$ cat src/rtl/otter_hazard_ctrl_if.sv
// otter_hazard_ctrl_if: pipeline hazard signals between the OTTER datapath and its hazard controller
interface otter_hazard_ctrl_if #(parameter int CNT_W = 16);
  logic [4:0] IF_ID_RS1, IF_ID_RS2;
  logic IF_ID_USES_RS1, IF_ID_USES_RS2;
  logic [4:0] ID_EX_RS1, ID_EX_RS2, ID_EX_RD;
  logic ID_EX_MEMREAD2;
  logic [1:0] EX_PCSOURCE;
  logic [4:0] EX_MEM_RD;
  logic EX_MEM_REGWRITE;
  logic [4:0] MEM_WB_RD;
  logic MEM_WB_REGWRITE;
  logic MEM_REQ, MEM_READY;
  logic PC_WRITE, IF_ID_WRITE, ID_EX_WRITE, EX_MEM_WRITE;
  logic IF_ID_FLUSH, ID_EX_FLUSH, MEM_WB_FLUSH;
  logic [1:0] FWD_A_SEL, FWD_B_SEL;
  logic [CNT_W-1:0] STALL_CNT, FLUSH_CNT, WAIT_CNT;
  modport master (
    output IF_ID_RS1, IF_ID_RS2, IF_ID_USES_RS1, IF_ID_USES_RS2,
    output ID_EX_RS1, ID_EX_RS2, ID_EX_RD, ID_EX_MEMREAD2, EX_PCSOURCE,
    output EX_MEM_RD, EX_MEM_REGWRITE, MEM_WB_RD, MEM_WB_REGWRITE, MEM_REQ, MEM_READY,
    input  PC_WRITE, IF_ID_WRITE, ID_EX_WRITE, EX_MEM_WRITE,
    input  IF_ID_FLUSH, ID_EX_FLUSH, MEM_WB_FLUSH, FWD_A_SEL, FWD_B_SEL,
    input  STALL_CNT, FLUSH_CNT, WAIT_CNT
  );
  modport slave (
    input  IF_ID_RS1, IF_ID_RS2, IF_ID_USES_RS1, IF_ID_USES_RS2,
    input  ID_EX_RS1, ID_EX_RS2, ID_EX_RD, ID_EX_MEMREAD2, EX_PCSOURCE,
    input  EX_MEM_RD, EX_MEM_REGWRITE, MEM_WB_RD, MEM_WB_REGWRITE, MEM_REQ, MEM_READY,
    output PC_WRITE, IF_ID_WRITE, ID_EX_WRITE, EX_MEM_WRITE,
    output IF_ID_FLUSH, ID_EX_FLUSH, MEM_WB_FLUSH, FWD_A_SEL, FWD_B_SEL,
    output STALL_CNT, FLUSH_CNT, WAIT_CNT
  );
endinterface

$ cat src/rtl/otter_hazard_ctrl.sv
// otter_hazard_ctrl: stall/flush/freeze control, EX forwarding selects and perf counters for the OTTER pipeline
module otter_hazard_ctrl #(parameter int CNT_W = 16) (
  input logic CLOCK,
  input logic RESET,
  otter_hazard_ctrl_if.slave hz
);
  typedef enum logic [1:0] {S_INIT, S_RUN, S_WAIT} state_t;
  state_t state, state_nxt;
  logic run, freeze, redirect, load_use, ld_hit;
  logic [CNT_W-1:0] stall_cnt, flush_cnt, wait_cnt;
  always_ff @(posedge CLOCK)
    if (RESET) state <= S_INIT;
    else state <= state_nxt;
  always_comb begin
    state_nxt = state == S_INIT ? S_RUN :
                state == S_WAIT ? (hz.MEM_READY ? S_RUN : S_WAIT) :
                (hz.MEM_REQ && !hz.MEM_READY) ? S_WAIT : S_RUN;
  end
  assign ld_hit = hz.ID_EX_MEMREAD2 && hz.ID_EX_RD != 5'd0 &&
                  ((hz.IF_ID_USES_RS1 && hz.IF_ID_RS1 == hz.ID_EX_RD) ||
                   (hz.IF_ID_USES_RS2 && hz.IF_ID_RS2 == hz.ID_EX_RD));
  always_comb begin
    run      = state != S_INIT;
    freeze   = run && hz.MEM_REQ && !hz.MEM_READY;
    redirect = run && !freeze && hz.EX_PCSOURCE != 2'd0;
    load_use = run && !freeze && !redirect && ld_hit;
    hz.PC_WRITE     = run && !freeze && !load_use;
    hz.IF_ID_WRITE  = !freeze && !load_use;
    hz.ID_EX_WRITE  = !freeze;
    hz.EX_MEM_WRITE = !freeze;
    hz.IF_ID_FLUSH  = !run || redirect;
    hz.ID_EX_FLUSH  = !run || redirect || load_use;
    hz.MEM_WB_FLUSH = freeze;
  end
  always_comb begin
    hz.FWD_A_SEL = (hz.EX_MEM_REGWRITE && hz.EX_MEM_RD != 5'd0 && hz.EX_MEM_RD == hz.ID_EX_RS1) ? 2'b01 :
                   (hz.MEM_WB_REGWRITE && hz.MEM_WB_RD != 5'd0 && hz.MEM_WB_RD == hz.ID_EX_RS1) ? 2'b10 : 2'b00;
    hz.FWD_B_SEL = (hz.EX_MEM_REGWRITE && hz.EX_MEM_RD != 5'd0 && hz.EX_MEM_RD == hz.ID_EX_RS2) ? 2'b01 :
                   (hz.MEM_WB_REGWRITE && hz.MEM_WB_RD != 5'd0 && hz.MEM_WB_RD == hz.ID_EX_RS2) ? 2'b10 : 2'b00;
  end
  // counters saturate at all-ones rather than wrapping
  always_ff @(posedge CLOCK)
    if (RESET) begin
      stall_cnt <= '0;
      flush_cnt <= '0;
      wait_cnt  <= '0;
    end else begin
      if (load_use && stall_cnt != '1) stall_cnt <= stall_cnt + 1'b1;
      if (redirect && flush_cnt != '1) flush_cnt <= flush_cnt + 1'b1;
      if (freeze && wait_cnt != '1) wait_cnt <= wait_cnt + 1'b1;
    end
  assign hz.STALL_CNT = stall_cnt;
  assign hz.FLUSH_CNT = flush_cnt;
  assign hz.WAIT_CNT  = wait_cnt;
endmodule

$ cat src/flat_wrapper.sv
// flat-port wrapper written by rule: the top's interface ports become plain ports
module otter_hazard_ctrl_flat 
#(parameter int CNT_W = 16)
  (CLOCK, RESET, hz_IF_ID_RS1, hz_IF_ID_RS2, hz_IF_ID_USES_RS1, hz_IF_ID_USES_RS2, hz_ID_EX_RS1, hz_ID_EX_RS2, hz_ID_EX_RD, hz_ID_EX_MEMREAD2, hz_EX_PCSOURCE, hz_EX_MEM_RD, hz_EX_MEM_REGWRITE, hz_MEM_WB_RD, hz_MEM_WB_REGWRITE, hz_MEM_REQ, hz_MEM_READY, hz_PC_WRITE, hz_IF_ID_WRITE, hz_ID_EX_WRITE, hz_EX_MEM_WRITE, hz_IF_ID_FLUSH, hz_ID_EX_FLUSH, hz_MEM_WB_FLUSH, hz_FWD_A_SEL, hz_FWD_B_SEL, hz_STALL_CNT, hz_FLUSH_CNT, hz_WAIT_CNT);
  otter_hazard_ctrl_if #(.CNT_W(CNT_W)) hz_i ();
  input logic CLOCK;
  input logic RESET;
  input wire logic [$bits(hz_i.IF_ID_RS1)-1:0] hz_IF_ID_RS1;
  input wire logic [$bits(hz_i.IF_ID_RS2)-1:0] hz_IF_ID_RS2;
  input wire logic [$bits(hz_i.IF_ID_USES_RS1)-1:0] hz_IF_ID_USES_RS1;
  input wire logic [$bits(hz_i.IF_ID_USES_RS2)-1:0] hz_IF_ID_USES_RS2;
  input wire logic [$bits(hz_i.ID_EX_RS1)-1:0] hz_ID_EX_RS1;
  input wire logic [$bits(hz_i.ID_EX_RS2)-1:0] hz_ID_EX_RS2;
  input wire logic [$bits(hz_i.ID_EX_RD)-1:0] hz_ID_EX_RD;
  input wire logic [$bits(hz_i.ID_EX_MEMREAD2)-1:0] hz_ID_EX_MEMREAD2;
  input wire logic [$bits(hz_i.EX_PCSOURCE)-1:0] hz_EX_PCSOURCE;
  input wire logic [$bits(hz_i.EX_MEM_RD)-1:0] hz_EX_MEM_RD;
  input wire logic [$bits(hz_i.EX_MEM_REGWRITE)-1:0] hz_EX_MEM_REGWRITE;
  input wire logic [$bits(hz_i.MEM_WB_RD)-1:0] hz_MEM_WB_RD;
  input wire logic [$bits(hz_i.MEM_WB_REGWRITE)-1:0] hz_MEM_WB_REGWRITE;
  input wire logic [$bits(hz_i.MEM_REQ)-1:0] hz_MEM_REQ;
  input wire logic [$bits(hz_i.MEM_READY)-1:0] hz_MEM_READY;
  output wire logic [$bits(hz_i.PC_WRITE)-1:0] hz_PC_WRITE;
  output wire logic [$bits(hz_i.IF_ID_WRITE)-1:0] hz_IF_ID_WRITE;
  output wire logic [$bits(hz_i.ID_EX_WRITE)-1:0] hz_ID_EX_WRITE;
  output wire logic [$bits(hz_i.EX_MEM_WRITE)-1:0] hz_EX_MEM_WRITE;
  output wire logic [$bits(hz_i.IF_ID_FLUSH)-1:0] hz_IF_ID_FLUSH;
  output wire logic [$bits(hz_i.ID_EX_FLUSH)-1:0] hz_ID_EX_FLUSH;
  output wire logic [$bits(hz_i.MEM_WB_FLUSH)-1:0] hz_MEM_WB_FLUSH;
  output wire logic [$bits(hz_i.FWD_A_SEL)-1:0] hz_FWD_A_SEL;
  output wire logic [$bits(hz_i.FWD_B_SEL)-1:0] hz_FWD_B_SEL;
  output wire logic [$bits(hz_i.STALL_CNT)-1:0] hz_STALL_CNT;
  output wire logic [$bits(hz_i.FLUSH_CNT)-1:0] hz_FLUSH_CNT;
  output wire logic [$bits(hz_i.WAIT_CNT)-1:0] hz_WAIT_CNT;
  assign hz_i.IF_ID_RS1 = hz_IF_ID_RS1;
  assign hz_i.IF_ID_RS2 = hz_IF_ID_RS2;
  assign hz_i.IF_ID_USES_RS1 = hz_IF_ID_USES_RS1;
  assign hz_i.IF_ID_USES_RS2 = hz_IF_ID_USES_RS2;
  assign hz_i.ID_EX_RS1 = hz_ID_EX_RS1;
  assign hz_i.ID_EX_RS2 = hz_ID_EX_RS2;
  assign hz_i.ID_EX_RD = hz_ID_EX_RD;
  assign hz_i.ID_EX_MEMREAD2 = hz_ID_EX_MEMREAD2;
  assign hz_i.EX_PCSOURCE = hz_EX_PCSOURCE;
  assign hz_i.EX_MEM_RD = hz_EX_MEM_RD;
  assign hz_i.EX_MEM_REGWRITE = hz_EX_MEM_REGWRITE;
  assign hz_i.MEM_WB_RD = hz_MEM_WB_RD;
  assign hz_i.MEM_WB_REGWRITE = hz_MEM_WB_REGWRITE;
  assign hz_i.MEM_REQ = hz_MEM_REQ;
  assign hz_i.MEM_READY = hz_MEM_READY;
  assign hz_PC_WRITE = hz_i.PC_WRITE;
  assign hz_IF_ID_WRITE = hz_i.IF_ID_WRITE;
  assign hz_ID_EX_WRITE = hz_i.ID_EX_WRITE;
  assign hz_EX_MEM_WRITE = hz_i.EX_MEM_WRITE;
  assign hz_IF_ID_FLUSH = hz_i.IF_ID_FLUSH;
  assign hz_ID_EX_FLUSH = hz_i.ID_EX_FLUSH;
  assign hz_MEM_WB_FLUSH = hz_i.MEM_WB_FLUSH;
  assign hz_FWD_A_SEL = hz_i.FWD_A_SEL;
  assign hz_FWD_B_SEL = hz_i.FWD_B_SEL;
  assign hz_STALL_CNT = hz_i.STALL_CNT;
  assign hz_FLUSH_CNT = hz_i.FLUSH_CNT;
  assign hz_WAIT_CNT = hz_i.WAIT_CNT;
  otter_hazard_ctrl #(.CNT_W(CNT_W)) u_core (.CLOCK(CLOCK), .RESET(RESET), .hz(hz_i));
endmodule
$ cat config.mk
export PLATFORM = sky130hd
export DESIGN_NAME = otter_hazard_ctrl_flat
export DESIGN_NICKNAME = d
export VERILOG_FILES = /design/src/rtl/otter_hazard_ctrl_if.sv /design/src/rtl/otter_hazard_ctrl.sv /design/src/flat_wrapper.sv
export SDC_FILE = /design/constraint.sdc
export NUM_CORES = 1
export LEC_CHECK = 0
export CORE_MARGIN = 1
export CORE_UTILIZATION = 40
export DETAILED_ROUTE_END_ITERATION = 8
export GPL_TIMING_DRIVEN = 0
export PLACE_DENSITY = 0.79
export SYNTH_ARGS = -nofsm -noshare
export SYNTH_HDL_FRONTEND = slang
export SYNTH_SLANG_ARGS = --single-unit
$ cat constraint.sdc
create_clock -name CLOCK -period 7.1 [get_ports CLOCK]
set_input_delay 1.42 -clock CLOCK [delete_from_list [all_inputs] [get_ports CLOCK]]
set_output_delay 1.42 -clock CLOCK [all_outputs]
set_load 0.02 [all_outputs]
==> flow_summary.json <==
{
  "status": "complete, but fails checks",
  "failed_checks": "DRC",
  "drc": 11,
  "core_area_um2": 6460,
  "drt-total-wl_mm": 7.52,
  "final_util_pct": 61.3,
  "max_cap_viol_count": 0,
  "syn_area_um2": 2730,
  "ant_nets": 0,
  "synthDistinctLibCells": 39,
  "start_util_pct": 42.2,
  "overflow": 0,
  "fmax_mhz": 180,
  "clk_pin_slew_worst_paths_ns": 0.09,
  "synth_nets": 374,
  "grt_pass1_wl_mm": 12.1,
  "min_path_cells": 2,
  "ys_seq_area_share_pct": 36.7,
  "fin_crit_sh_pct": 78.4,
  "ys_seq_elements": 50,
  "ff2ff_path_depth": 7,
  "ys.flop_type": "dfxtp_1",
  "cp_cell_sequence": "clkdlybuf4s50_1, or4_2, o2111ai_2, nor2_1, nor3_1, clkdlybuf4s50_1",
  "dpl_cell_area_um2": 3850,
  "cts_sinks": 50,
  "fin_nets": 484,
  "grt_max_degree": 15,
  "synth_edf_count": 0,
  "tns_ns": 0,
  "synth-async-reset-ratio_pct": 0,
  "finClkSkew_ns": 0.00788,
  "met2_length_mm": 3.61,
  "drive_gt1_share_pct": 4.59,
  "cts_setup_buffers": 0,
  "cts_max_level": 2,
  "syn_inst": 325,
  "power_density_nw_per_um2": 143,
  "cp.arrival_ns": 4.15,
  "hpwl_mm": 5.70,
  "cpMostUsedCell": "clkdlybuf4s50_1",
  "post_drt_via_cell_ratio": 5.38,
  "grt_usage_pct": 20.9,
  "antenna_found_initial": 0,
  "critPathLaunchType": "input pin",
  "die_w_um": 84.6,
  "setup_violations": 0,
  "cts_tree": "yes",
  "vias": 2760,
  "slowest_delay_ns": 0.72,
  "cts.path.max_buffers": 2,
  "rsz0062_at_grt": "false",
  "mostFrequentLayoutCells": "clkdlybuf4s50_1, nor2_1, dfxtp_1, xor2_1, nand3_1",
  "ys_warn_count": 0,
  "areaGrowthSynthToFinish_pct": 45.3,
  "rows": 29,
  "grt_pass1_vias": 2650,
  "cts_buffers": 5,
  "holdWs_ns": 0.504,
  "drt-initial-drc-count": 119,
  "dieHeight_um": 84.6,
  "insertion_delay_ns": 0.31,
  "clock-root-buffer": "clkbuf_8",
  "critPathKind": "in -> out",
  "wl_per_cell_um": 14.7,
  "drt-pass1-iter-count": 6,
  "ctsResizeCount": 0,
  "worst-slew-pin-transition_ns": 0.833,
  "cp_max_fo": 7,
  "hold_path.class": "reg -> reg",
  "cp.required_ns": 5.68,
  "holdBufCountCts": 0,
  "drv_slew": 0,
  "layout_commonest_cell": "clkdlybuf4s50_1",
  "fin_area_um2": 3960,
  "endpoint_kind": "output port",
  "met3_length_um": 595,
  "fin_crit_ns": 5.57,
  "top_layer": "met4",
  "timing.max_slew.rel_slack_pct": 43.7,
  "syn_area_per_cell_um2": 8.39,
  "ir_worst_vdd_uv": 106,
  "diodes": 0,
  "wl_met1_mm": 3.26,
  "hold_viol": 0,
  "io_pins": 105,
  "io_buffers": 103,
  "globalplace.congestion": 0.870,
  "leakagePower_nw": 1.30,
  "die-area_um2": 7150,
  "crit_path_top_delay_cell": "or4_2"
}
==> area by class of cell <==
cell class | count | area (um2)
repair buffers | 103 | 1030
clock inverters | 1 | 30.0
plain buffers | 9 | 45.0
inverters | 4 | 15.0
fillers | 576 | 2500
well taps | 77 | 96.3
clock buffers | 7 | 76.3
multi-input cells | 262 | 1670
flip-flops and latches | 50 | 1000
==> final timing paths <==
kind | start | to | slack (ns)
worst max-delay path | hz_ID_EX_RD[0] | hz_PC_WRITE | 1.53
worst min-delay path | u_core.hz.STALL_CNT[7] | u_core.hz.STALL_CNT[7] | 0.50
worst max register to register | u_core.hz.FLUSH_CNT[0] | u_core.hz.FLUSH_CNT[10] | 4.82
worst min register to register | u_core.hz.STALL_CNT[7] | u_core.hz.STALL_CNT[7] | 0.50
==> sequential cells by signal, indices dropped and copies added (netlist names) <==
register,flops
u_core.hz.FLUSH_CNT,16
u_core.state,2
u_core.hz.WAIT_CNT,16
u_core.hz.STALL_CNT,16
==> kinds of logic after synthesis <==
logic type,Yosys count,share of synthesized area [%]
buffers and inverters,13,2.20
AO/OA/AOI/OAI,31,7.16
adder cells (fa/ha/maj),3,1.38
AND/OR/NAND/NOR,162,31.2
XOR/XNOR,62,19.9
flip-flops,50,36.7
multiplexers,4,1.47
==> synthesized netlist by cell type, types with 2 or more instances <==
library cell	count	share of area (%)
nor4b_1	2	0.64
inv_1	4	0.55
xor2_1	43	14
nor4_2	2	0.92
clkbuf_1	7	0.96
o31ai_1	2	0.55
a311oi_1	2	0.64
nor3_1	11	2.0
mux2i_1	4	1.5
or4_1	7	1.9
nand2_1	15	2.1
or3_2	4	1.1
and3_1	3	0.69
or3_1	4	0.92
a21oi_1	11	2.0
o21ai_0	11	2.0
ha_1	3	1.4
nand3_1	22	4.0
and4_1	3	0.96
nand4_1	18	4.1
nor2_1	53	7.3
xnor2_1	19	6.1
nor4_1	10	2.3
dfxtp_1	50	37
==> stage by stage <==
step,std cells,setup slack (ns),power (mW)
3_5_place_dp,505,1.58,0.373
6_report,513,1.53,0.566
4_1_cts,513,1.57,0.570
3_3_place_gp,505,1.56,0.372
5_1_grt,513,1.46,0.587
2_1_floorplan,325,2.64,0.326
==> power by group <==
part | leakage [nW] | switching (mW) | internal [mW]
logic | 0.846 | 0.0376 | 0.0441
registers | 0.403 | 0.00286 | 0.282
clock network | 0.0524 | 0.0935 | 0.106
==> critical path, delay by kind of cell <==
kind	cells	cell delay, ns
AND/OR/NAND/NOR	3	1.21
AO/OA/AOI/OAI	1	0.39
buffers and inverters	2	1.13
==> per-layer routing <==
metal / track usage (%) / up-vias
met5: 0 / -
met2: 36.3 / 98
li1: - / 1371
met1: 26.2 / 1285
met4: 6.16 / 0
met3: 4.03 / 6
Power figures use the tool's default switching activity.
